$ cat src/rtl/timer_counter.sv
// Memory-mapped down-counting timer with one-shot and auto-reload modes.
// Raises irq when the count expires; the CPU clears it by writing CTRL.
//
// state | meaning
// IDLE  | waiting for CTRL.EN
// LOAD  | copy PRESET into COUNT
// CNT   | decrement COUNT toward zero
// INT   | terminal count reached; one-shot drops EN, auto-reload ends the pulse
module timer_counter #(
  parameter logic [31:0] BASE_ADDR = 32'h0000_7F00
) (
  input  logic        clk,
  input  logic        reset,
  input  logic [31:0] addr,
  input  logic        we,
  input  logic [3:0]  byteen,
  input  logic [31:0] wdata,
  output logic [31:0] rdata,
  output logic        irq
);

  typedef enum logic [1:0] {
    ST_IDLE = 2'd0,
    ST_LOAD = 2'd1,
    ST_CNT  = 2'd2,
    ST_INT  = 2'd3
  } state_t;

  state_t      state;
  state_t      next_state;

  logic        ctrl_en;
  logic [1:0]  ctrl_mode;
  logic        ctrl_im;
  logic [31:0] preset;
  logic [31:0] count;
  logic        irq_flag;

  logic        hit;
  logic [1:0]  offset;
  logic        wr_hit;
  logic        ctrl_wr;
  logic        ctrl_wr_lane0;
  logic        preset_wr;
  logic        auto_reload;

  logic        load_count;
  logic        dec_count;
  logic        set_flag;
  logic        hw_clr_flag;
  logic        hw_clr_en;

  logic        unused_addr_bits;

  assign hit           = (addr[31:4] == BASE_ADDR[31:4]);
  assign offset        = addr[3:2];
  assign wr_hit        = we & hit & (|byteen);
  assign ctrl_wr       = wr_hit & (offset == 2'd0);
  assign ctrl_wr_lane0 = ctrl_wr & byteen[0];
  assign preset_wr     = wr_hit & (offset == 2'd1);
  assign auto_reload   = (ctrl_mode == 2'b01);
  assign unused_addr_bits = &{1'b0, addr[1:0]};

  always_ff @(posedge clk or negedge reset) begin
    if (!reset) begin
      state <= ST_IDLE;
    end else begin
      state <= next_state;
    end
  end

  always_comb begin
    next_state  = state;
    load_count  = 1'b0;
    dec_count   = 1'b0;
    set_flag    = 1'b0;
    hw_clr_flag = 1'b0;
    hw_clr_en   = 1'b0;
    case (state)
      ST_IDLE: begin
        if (ctrl_en) next_state = ST_LOAD;
      end
      ST_LOAD: begin
        load_count  = 1'b1;
        hw_clr_flag = auto_reload;
        next_state  = ST_CNT;
      end
      ST_CNT: begin
        if (!ctrl_en) begin
          next_state = ST_IDLE;
        end else if (count == 32'd0) begin
          set_flag   = 1'b1;
          next_state = ST_INT;
        end else begin
          dec_count = 1'b1;
        end
      end
      ST_INT: begin
        if (auto_reload) begin
          hw_clr_flag = 1'b1;
        end else begin
          hw_clr_en = 1'b1;
        end
        next_state = ST_IDLE;
      end
      default: next_state = ST_IDLE;
    endcase
  end

  // A CPU write to CTRL lane 0 overrides the hardware EN clear on the same edge
  always_ff @(posedge clk or negedge reset) begin
    if (!reset) begin
      ctrl_en   <= 1'b0;
      ctrl_mode <= 2'b00;
      ctrl_im   <= 1'b0;
    end else if (ctrl_wr_lane0) begin
      ctrl_en   <= wdata[0];
      ctrl_mode <= wdata[2:1];
      ctrl_im   <= wdata[3];
    end else if (hw_clr_en) begin
      ctrl_en   <= 1'b0;
    end
  end

  always_ff @(posedge clk or negedge reset) begin
    if (!reset) begin
      preset <= 32'd0;
    end else begin
      for (int i = 0; i < 4; i++) begin
        if (preset_wr && byteen[i]) preset[8*i +: 8] <= wdata[8*i +: 8];
      end
    end
  end

  always_ff @(posedge clk or negedge reset) begin
    if (!reset) begin
      count <= 32'd0;
    end else if (load_count) begin
      count <= preset;
    end else if (dec_count) begin
      count <= count - 32'd1;
    end
  end

  // A terminal-count set is never lost to a coincident CTRL write
  always_ff @(posedge clk or negedge reset) begin
    if (!reset) begin
      irq_flag <= 1'b0;
    end else if (set_flag) begin
      irq_flag <= 1'b1;
    end else if (ctrl_wr || hw_clr_flag) begin
      irq_flag <= 1'b0;
    end
  end

  always_comb begin
    rdata = 32'd0;
    if (hit) begin
      case (offset)
        2'd0:    rdata = {28'd0, ctrl_im, ctrl_mode, ctrl_en};
        2'd1:    rdata = preset;
        2'd2:    rdata = count;
        default: rdata = 32'd0;
      endcase
    end
  end

  assign irq = irq_flag & ctrl_im;

endmodule

$ cat config.mk
export PLATFORM = sky130hd
export DESIGN_NAME = timer_counter
export DESIGN_NICKNAME = d
export VERILOG_FILES = /design/src/rtl/timer_counter.sv
export SDC_FILE = /design/constraint.sdc
export NUM_CORES = 1
export LEC_CHECK = 0
export CAP_MARGIN = 20
export CORE_UTILIZATION = 45
export DETAILED_ROUTE_END_ITERATION = 8
export PLACE_DENSITY_LB_ADDON = 0.1
export SLEW_MARGIN = 0
export SYNTH_ARGS = -nofsm -noshare
export SYNTH_HDL_FRONTEND = slang
export SYNTH_SLANG_ARGS = --single-unit
export TNS_END_PERCENT = 50
$ cat constraint.sdc
create_clock -name clk -period 2.7 [get_ports clk]
set_input_delay 0.405 -clock clk [delete_from_list [all_inputs] [get_ports clk]]
set_output_delay 0.405 -clock clk [all_outputs]
set_load 0.01 [all_outputs]
# [Yosys cells after proc, flatten, opt, wreduce, memory -nomap -nowiden]
# Index checks and enable logic that the tools add are counted.
[classes] mux=23 reduce_logical=13 n_eq_ne=9 n_addsub=1 bitwise=6
[op_table] op="two-way mux 32 bit" n=3
[op_table] op="one-hot mux 32 bit (3 select lines)" n=1
[op_table] op="zero test 32 bit" n=1
[op_table] op="subtractor 32 x 1 -> 32 bit (second input constant)" n=1
[op_table] op="== test 28 x 11 -> 1 bit (second input constant)" n=1
[op_table] op="two-way mux 1 bit" n=14
[op_table] op="one-hot mux 2 bit (4 select lines)" n=1
[op_table] op="bitwise AND 1 bit" n=6
[op_table] op="== test 2 x 1 -> 1 bit (second input constant)" n=3
[op_table] op="== test 2 bit (second input constant)" n=3
[op_table] op="two-way mux 2 bit" n=3
[op_table] op="nonzero test 2 bit" n=3
[op_table] op="logical AND 1 bit" n=4
[op_table] op="zero test 2 bit" n=2
[op_table] op="OR reduction 4 bit" n=1
[op_table] op="inequality test 3 bit (second input constant)" n=1
[op_table] op="inequality test 2 bit (second input constant)" n=1
[op_table] op="one-hot mux 1 bit (2 select lines)" n=1
[op_table] op="AND reduction 2 bit" n=1
[op_table] op="logical OR 1 bit" n=1
[totals] register_bits=71 wordCells=62 out_inout_bits=33

# [Depth between registers and ports, before layout]
[logic_depth] ltp_word=7 mapped_depth=9 depth_no_buf=7

# [Worst setup path after synthesis]
# OpenSTA, ideal clock, no wires.
[synth_path] path_type="reg2reg" startpoint="register count[0]" endpoint="register count[26]" arrival_time_ns=2.521 required_ns=2.567 slack_ns=0.046 path_stages_with_launch=9 path_cell_list="dfrtp_1 inv_1 ha_1 or4b_4 or4_4 o41a_4 buf_2 a221oi_2 nand2_1"
[synth_between] elab_chain_len=5 word_cells_on_any_way=8
[synth_rtl] item="start, declared" line="36" rtl="logic [31:0] count;"
[synth_rtl] item="start signal, assigned" line="139" rtl="count <= preset;"
[synth_rtl] item="start signal, assigned" line="141" rtl="count <= count - 32'd1;"
[synth_rtl] item="parallel branches: the longest is 5 deep, another holds subtractor 32 x 1 -> 32 bit"
# Parallel ways; which one is timed is not known. The select of a mux whose other input is x is not followed.
# A chain may end at the register's enable or synchronous reset.

# [Worst setup path in the final report]
[layout_path] startpoint="register count[0]" endpoint="register count[9]"
# Same word-level chain as after synthesis.

==> results <==
cell families after synthesis:
| logic type | Yosys count |
|---|---|
| AO/OA/AOI/OAI | 102 |
| AND/OR/NAND/NOR | 178 |
| XOR/XNOR | 1 |
| flip-flops | 71 |
| buffers and inverters | 37 |
| adder cells (fa/ha/maj) | 1 |
| multiplexers | 41 |
what timing repair did:
item                                   CTS  global route
resized for setup                      115            54
setup buffers                            3             3
setup endpoints to repair               36            54
endpoints found under the hold margin   17             0
hold buffers                             1             0
pin swaps                                4             7
gates cloned                             2             2
metal layers:
layer  track usage  routed length (um)  vias up
li1              -                   -     1957
met1        0.3880                5864     2024
met2        0.4307                6249      151
met3       0.05440                 733       22
met4        0.1037                 288        0
met5             0                   0        -
sequential cells by signal (all words and copies together), names as in the netlist:
register,flops
count,32
preset,32
ctrl_mode,2
state,2
ctrl_en,1
ctrl_im,1
irq_flag,1
report_power, final:
part           internal [mW]  leakage, nW  total, mW  switching (mW)
registers               1.06        0.987       1.06    0.0000000408
clock network          0.502        0.101      0.921           0.419
logic                 0.0933         1.72      0.156          0.0626
total                   1.66         2.81       2.14           0.481
through the flow:
stage / util / cell area, um^2
3_3_place_gp: 0.6401 / 5637
4_1_cts: 0.6844 / 6027
2_1_floorplan: - / 4139
3_5_place_dp: 0.6401 / 5637
6_report: 0.6753 / 5947
5_1_grt: 0.6753 / 5947
synthesized netlist by cell type (6+ instances only):
| cell type | instances |
|---|---|
| a21oi_1 | 11 |
| a22oi_1 | 30 |
| clkbuf_1 | 20 |
| dfrtp_1 | 71 |
| inv_1 | 9 |
| mux2_2 | 36 |
| nand2_1 | 26 |
| nand3_1 | 11 |
| nand4_1 | 7 |
| nor2_1 | 55 |
| nor3_1 | 14 |
| nor4_1 | 15 |
| o21ai_0 | 7 |
| o311ai_0 | 8 |
| o31ai_1 | 6 |
| or2_2 | 6 |
| or3_1 | 9 |
| or4_1 | 10 |
path summary, 6_finish.rpt:
path	startpoint	endpoint	slack (ns)	cells after the start
setup / recovery	count[0]	count[9]	-0.007	8
hold / removal	state[0]	state[0]	0.49	1
setup reg to reg	count[0]	count[9]	-0.007	8
hold reg to reg	state[0]	state[0]	0.49	1
max in group asynchronous	reset	preset[31]	1.43	3
min in group asynchronous	reset	preset[4]	0.51	2
area by class of cell:
| class | count | area [um^2] | share of cell area |
|---|---|---|---|
| multi-input combinational | 323 | 2313 | 0.3890 |
| clock buffer | 12 | 165.2 | 0.02777 |
| clock inverter | 4 | 52.55 | 0.008837 |
| tap | 108 | 135.1 | 0.02272 |
| inverter | 9 | 33.78 | 0.005681 |
| timing repair buffer | 167 | 1470 | 0.2472 |
| sequential | 71 | 1777 | 0.2988 |
==> flow_summary.ini <==
[cts]
clk_pin_slew_ns = 0.08
cts-root-buf = clkbuf_8
cts_max_level = 3
cts_buffers = 9
cts_tree = yes
clock_latency_ns = 0.35
cts_sinks = 71
clock_path_buffers = 2

[route]
ant_nets = 0
post-route-drc-count = 7
via_per_inst = 5.986
drtIter0Drc = 235
routed_wl_um = 13140
dr.pass1.iters = 7
vias = 4154
routedWlPerCell_um = 18.93

[sta]
rsz0062_at_grt = true
period_needed_ns = 2.707
layout_setup_ws_ns = -0.006736
tightest_slew_ns = 0.7498
period_share = 1.002
hold_viol = 0
timing.hold.ws_ns = 0.4891
final.setup.tns_ns = -0.008685
setup_viol = 2
worst_clock_skew_ns = 0.009409
relSlewSlack = 0.4983
max_freq_mhz = 369.4
slew_viol_final = 0

[power_and_ir_drop]
pwr_density_cell_mw_per_mm2 = 359.7
total_power_mw = 2.139
vdd_drop_max_uv = 346.1
leakagePower_nw = 2.806

[cells_and_area]
fillCellCount = 717
finalNetCount = 653
antenna_cells = 0
final_cells = 694
final_cell_mix = dfrtp_1 (71), buf_4 (53), clkdlybuf4s50_1 (52)
area_growth_pct = 43.68
final_common_cell = dfrtp_1
drive_gt1_frac = 0.3225

[placed_design]
dpl.cell_count = 669
dp_slack_ns = -0.4153
dp_hpwl_um = 8979
io_buffer_count = 101
finalWeightedCongestion = 0.9067

[critical_path]
path_max_fanout = 10
cp_slowest_cell = or4_4
startpoint_type = flip-flop
worst-path-buf-inv = 2
cpPeakStageDelay_ns = 0.57
cp_top_family = simple AND/OR/NAND/NOR gates
worstPathArrival_ns = 2.98
worstPathCellList = inv_2 -> ha_4 -> or4b_4 -> or4_4 -> o41a_4 -> buf_6 -> and3_1 -> nor3_2
crit_type = reg2reg
end_kind = flip-flop
crit_required_ns = 2.98

[yosys]
synthFlopType = dfrtp_1
yosys-top-cells-area = dfrtp_1 (43%), mux2_2 (9.8%), a22oi_1 (5.4%)
yosysTopAreaCellShare = 0.4293
ys_ff_latch = 71
synthCells = 431
yosys_warnings = 0
synth_compound_gate_area_share = 0.1914
yosys.area_share.simple = 0.2252
ys_types = 60
synth-seq-area-share = 0.4293
synthAdderAreaFrac = 0.003023
synth_top_family_by_area = simple AND/OR/NAND/NOR gates
syn_area_mm2 = 0.004139
avgSynthCellArea_um2 = 9.603
synth_nets = 503
synth_xor_area_frac = 0.002116
async_flop_share = 1.000
synth_edf_count = 0
synth_mux_area_frac = 0.1100
synth_area_leader_cell = dfrtp_1

[worst_hold_path]
hold_class = reg2reg

[grt]
groute.usage.overall = 0.2785
grt_max_degree = 37
grt_overflow_total = 0
grt_first_pass_wirelength_um = 21120
antenna_found_initial = 0
first_global_vias = 4115

[floorplanning]
dieArea_mm2 = 0.009585
core-area_mm2 = 0.008806
start_util = 0.4700
rows = 34
die_h_um = 97.91
die_x_um = 97.91
io_pins = 104

[run_status]
status = finished with violations
violations = design-rule violations, negative setup slack

[flow_run]
max-cap-violations = 0
Note: power is estimated with default switching activity, not from simulation.
==> patch: new RTL, same flow settings <==
The 4 states of `state_t` get a one-hot encoding in 4 bits.
--- a/src/rtl/timer_counter.sv
+++ b/src/rtl/timer_counter.sv
@@ -21,7 +21,7 @@
 
-  typedef enum logic [1:0] {
-    ST_IDLE = 2'd0,
-    ST_LOAD = 2'd1,
-    ST_CNT  = 2'd2,
-    ST_INT  = 2'd3
+  typedef enum logic [3:0] {
+    ST_IDLE = 4'b0001,
+    ST_LOAD = 4'b0010,
+    ST_CNT  = 4'b0100,
+    ST_INT  = 4'b1000
   } state_t;
Check against the original RTL: same outputs for any inputs over 4 cycles, from zero or initial values and one cycle with reset low; so few cycles prove little.
==> patch against the unedited design <==
  * Setup slack worse by 27 ps
  * Total power rose by 11%
  * Worst hold slack worse by 410 ps
  * Synthesized area rose by 3.4%
  * The run ends with negative setup slack left
  * Routed wire length down 11%
  * Critical endpoint is now rdata[29]
  * Final area is 1.6% lower
  * Sequential share of layout area is 1.3 points higher
  * Sequential cell count up 2
  * Die area increased by 3.3%
  * Critical path type is now in -> out
  * Largest cell class unchanged
  * Cell count shrank 1.6%
==> patch: results (changes against the unedited design) <==
* Mean routed wirelength per cell at 17.2 um (-9.1%)
* CTS Buf Count at 9 (unchanged)
* Share of cells above drive strength 1 at 27.3% (-5.0 points)
* Crit-path slowest cell: or4_4
* Largest net degree at the start of global routing at 46 (+24%)
* Hpwl dp at 8510 um (-5.3%)
* CP max FO at 14 (+4)
* Yosys warns at 0 (unchanged)
* H-tree depth at 3 (unchanged)
* GR Util met2 at 40.3% (-2.7 points)
* Met1 global-route usage at 31.0% (-7.8 points)
* Antenna violations before repair at 0 (unchanged)
* Vias at 3995 (-3.8%)
* Ant diodes at 0 (unchanged)
* Longest Clk Path Bufs at 2 (unchanged)
* Syn Nets at 509 (+1.2%)
* Violated checks: negative setup slack
* Synth unique cells at 61 (+1.7%)
* Worst path max stage delay at 550 ps (-20 ps)
* Worst-Margin Slew at 682 ps (-68.3 ps)
* Placed cells at 662 (-1.0%)
* Area contributors post-synth: dfrtp_1 42%, mux2_2 9.5%, a22oi_1 6.0%
* CTS clk-pin slew, worst paths at 80 ps (about the same)
* Final setup viols at 8 (+6)
* Skew-Pair Late Insertion Delay at 360 ps
* I/O Buffers at 101 (unchanged)
* Synth async-reset ratio at 100% (unchanged)
* Sequential area share after synthesis at 42.7% (-0.22 points)
* Number of global-route vias before repair at 3865 (-6.1%)
* Syn avg cell area at 9.79 sq um (+2.0%)
* M3 GR Usage at 5.06% (-0.38 points)
* Regs by FF count: count (32), preset (32), state (4)
* Post-synth top cells: 72 x dfrtp_1, 53 x nor2_1, 36 x mux2_2, 34 x a22oi_1, 23 x nand2_1
* Worst Path Arrival at 2330 ps (-650 ps)
* Fillers at 778 (+8.5%)
* RePlAce Congestion at 0.850 (-6.2%)
* Lkg Pwr at 2.62 nW (-6.8%)
* Peak supply drop at 305 uV (-12%)
* Nets@finish at 621 (-4.9%)
* Drt initial violations at 176 (-25%)
* Drt pass-1 iters at 4 (-3)
* First-pass GRT wire length at 18900 um (-11%)
* Post-route insts no fill at 683 (-1.6%)
* Gr usage total at 24.0% (-3.8 points)
* Root buffer cell: clkbuf_8
* Clock Skew at 11.1 ps (+1.68 ps)
* Setup WS post-layout at -34.2 ps (-27.4 ps)
* Outcome: finished with violations
* HP Class: in -> async
-- patch: layout make-up --
type,instances,share of cell area (%)
clock inverter,4,1.67
multi-input combinational,325,40.4
sequential,73,31.2
tap,129,2.76
clock buffer,12,2.82
timing repair buffer,133,20.7
inverter,7,0.449
-- patch: timing repair --
item / 4_1_cts / 5_1_grt
endpoints found under the setup margin: 32 / 68
resized for setup: 112 / 22
pin swaps: 3 / 6
setup buffers: 4 / 1
-- patch: through the flow --
stage / TNS [ps] / utilization (%) / instance area, sq um / setup WS [ps] / hold slack [ps]
6_report: -90.0 / 63.4 / 5850 / -34.2 / 78.9
5_1_grt: -3090 / 63.4 / 5850 / -141 / 132
4_1_cts: -31.5 / 63.3 / 5850 / -10.0 / 105
3_5_place_dp: -13150 / 60.0 / 5540 / -441 / 487
3_3_place_gp: -12260 / 60.0 / 5540 / -404 / 486
2_1_floorplan: 0 / - / 4280 / 401 / 109
-- patch: cells by family (layout without fill, tap and decap cells) --
family / after synthesis / after routing / share of synthesized area (%)
AO/OA/AOI/OAI: 104 / 104 / 18.0
XOR/XNOR: 4 / 4 / 0.818
adder cells (fa/ha/maj): 1 / 1 / 0.292
buffers and inverters: 39 / 156 / 3.89
flip-flops: 73 / 73 / 42.7
multiplexers: 43 / 43 / 11.1
AND/OR/NAND/NOR: 173 / 173 / 23.2
-- patch: path summary, 6_finish.rpt --
check                                        from                     to  slack [ps]  cells past startpoint
setup reg to reg             count[0]$_DFFE_PN0P_   count[7]$_DFFE_PN0P_         290                      8
min in group clk           preset[20]$_DFFE_PN0P_  count[20]$_DFFE_PN0P_         510                      2
setup / recovery                         addr[18]              rdata[29]         -30                      7
hold reg to reg            preset[20]$_DFFE_PN0P_  count[20]$_DFFE_PN0P_         510                      2
max in group asynchronous                   reset   state[0]$_DFFE_PN1P_        1880                      2
hold / removal                              reset  preset[3]$_DFFE_PN0P_          80                      1
-- patch: power breakdown --
group          internal, W  total (W)  leakage (nW)      switching, W
clock             0.000690    0.00111         0.129          0.000419
sequential         0.00109    0.00109          1.01  0.00000000000895
combinational     0.000101   0.000169          1.48         0.0000678
total              0.00188    0.00237          2.62          0.000487
-- patch: routing by layer --
| metal | wire, um | vias up |
|---|---|---|
| li1 | - | 1896 |
| met1 | 5220 | 1945 |
| met2 | 5690 | 140 |
| met3 | 705 | 14 |
| met4 | 130 | 0 |
| met5 | 0 | - |
-- patch: critical path, delay by kind of cell --
family,cells,cell delay (ps)
buffers and inverters,3,820
and+or+nand+nor,4,1100
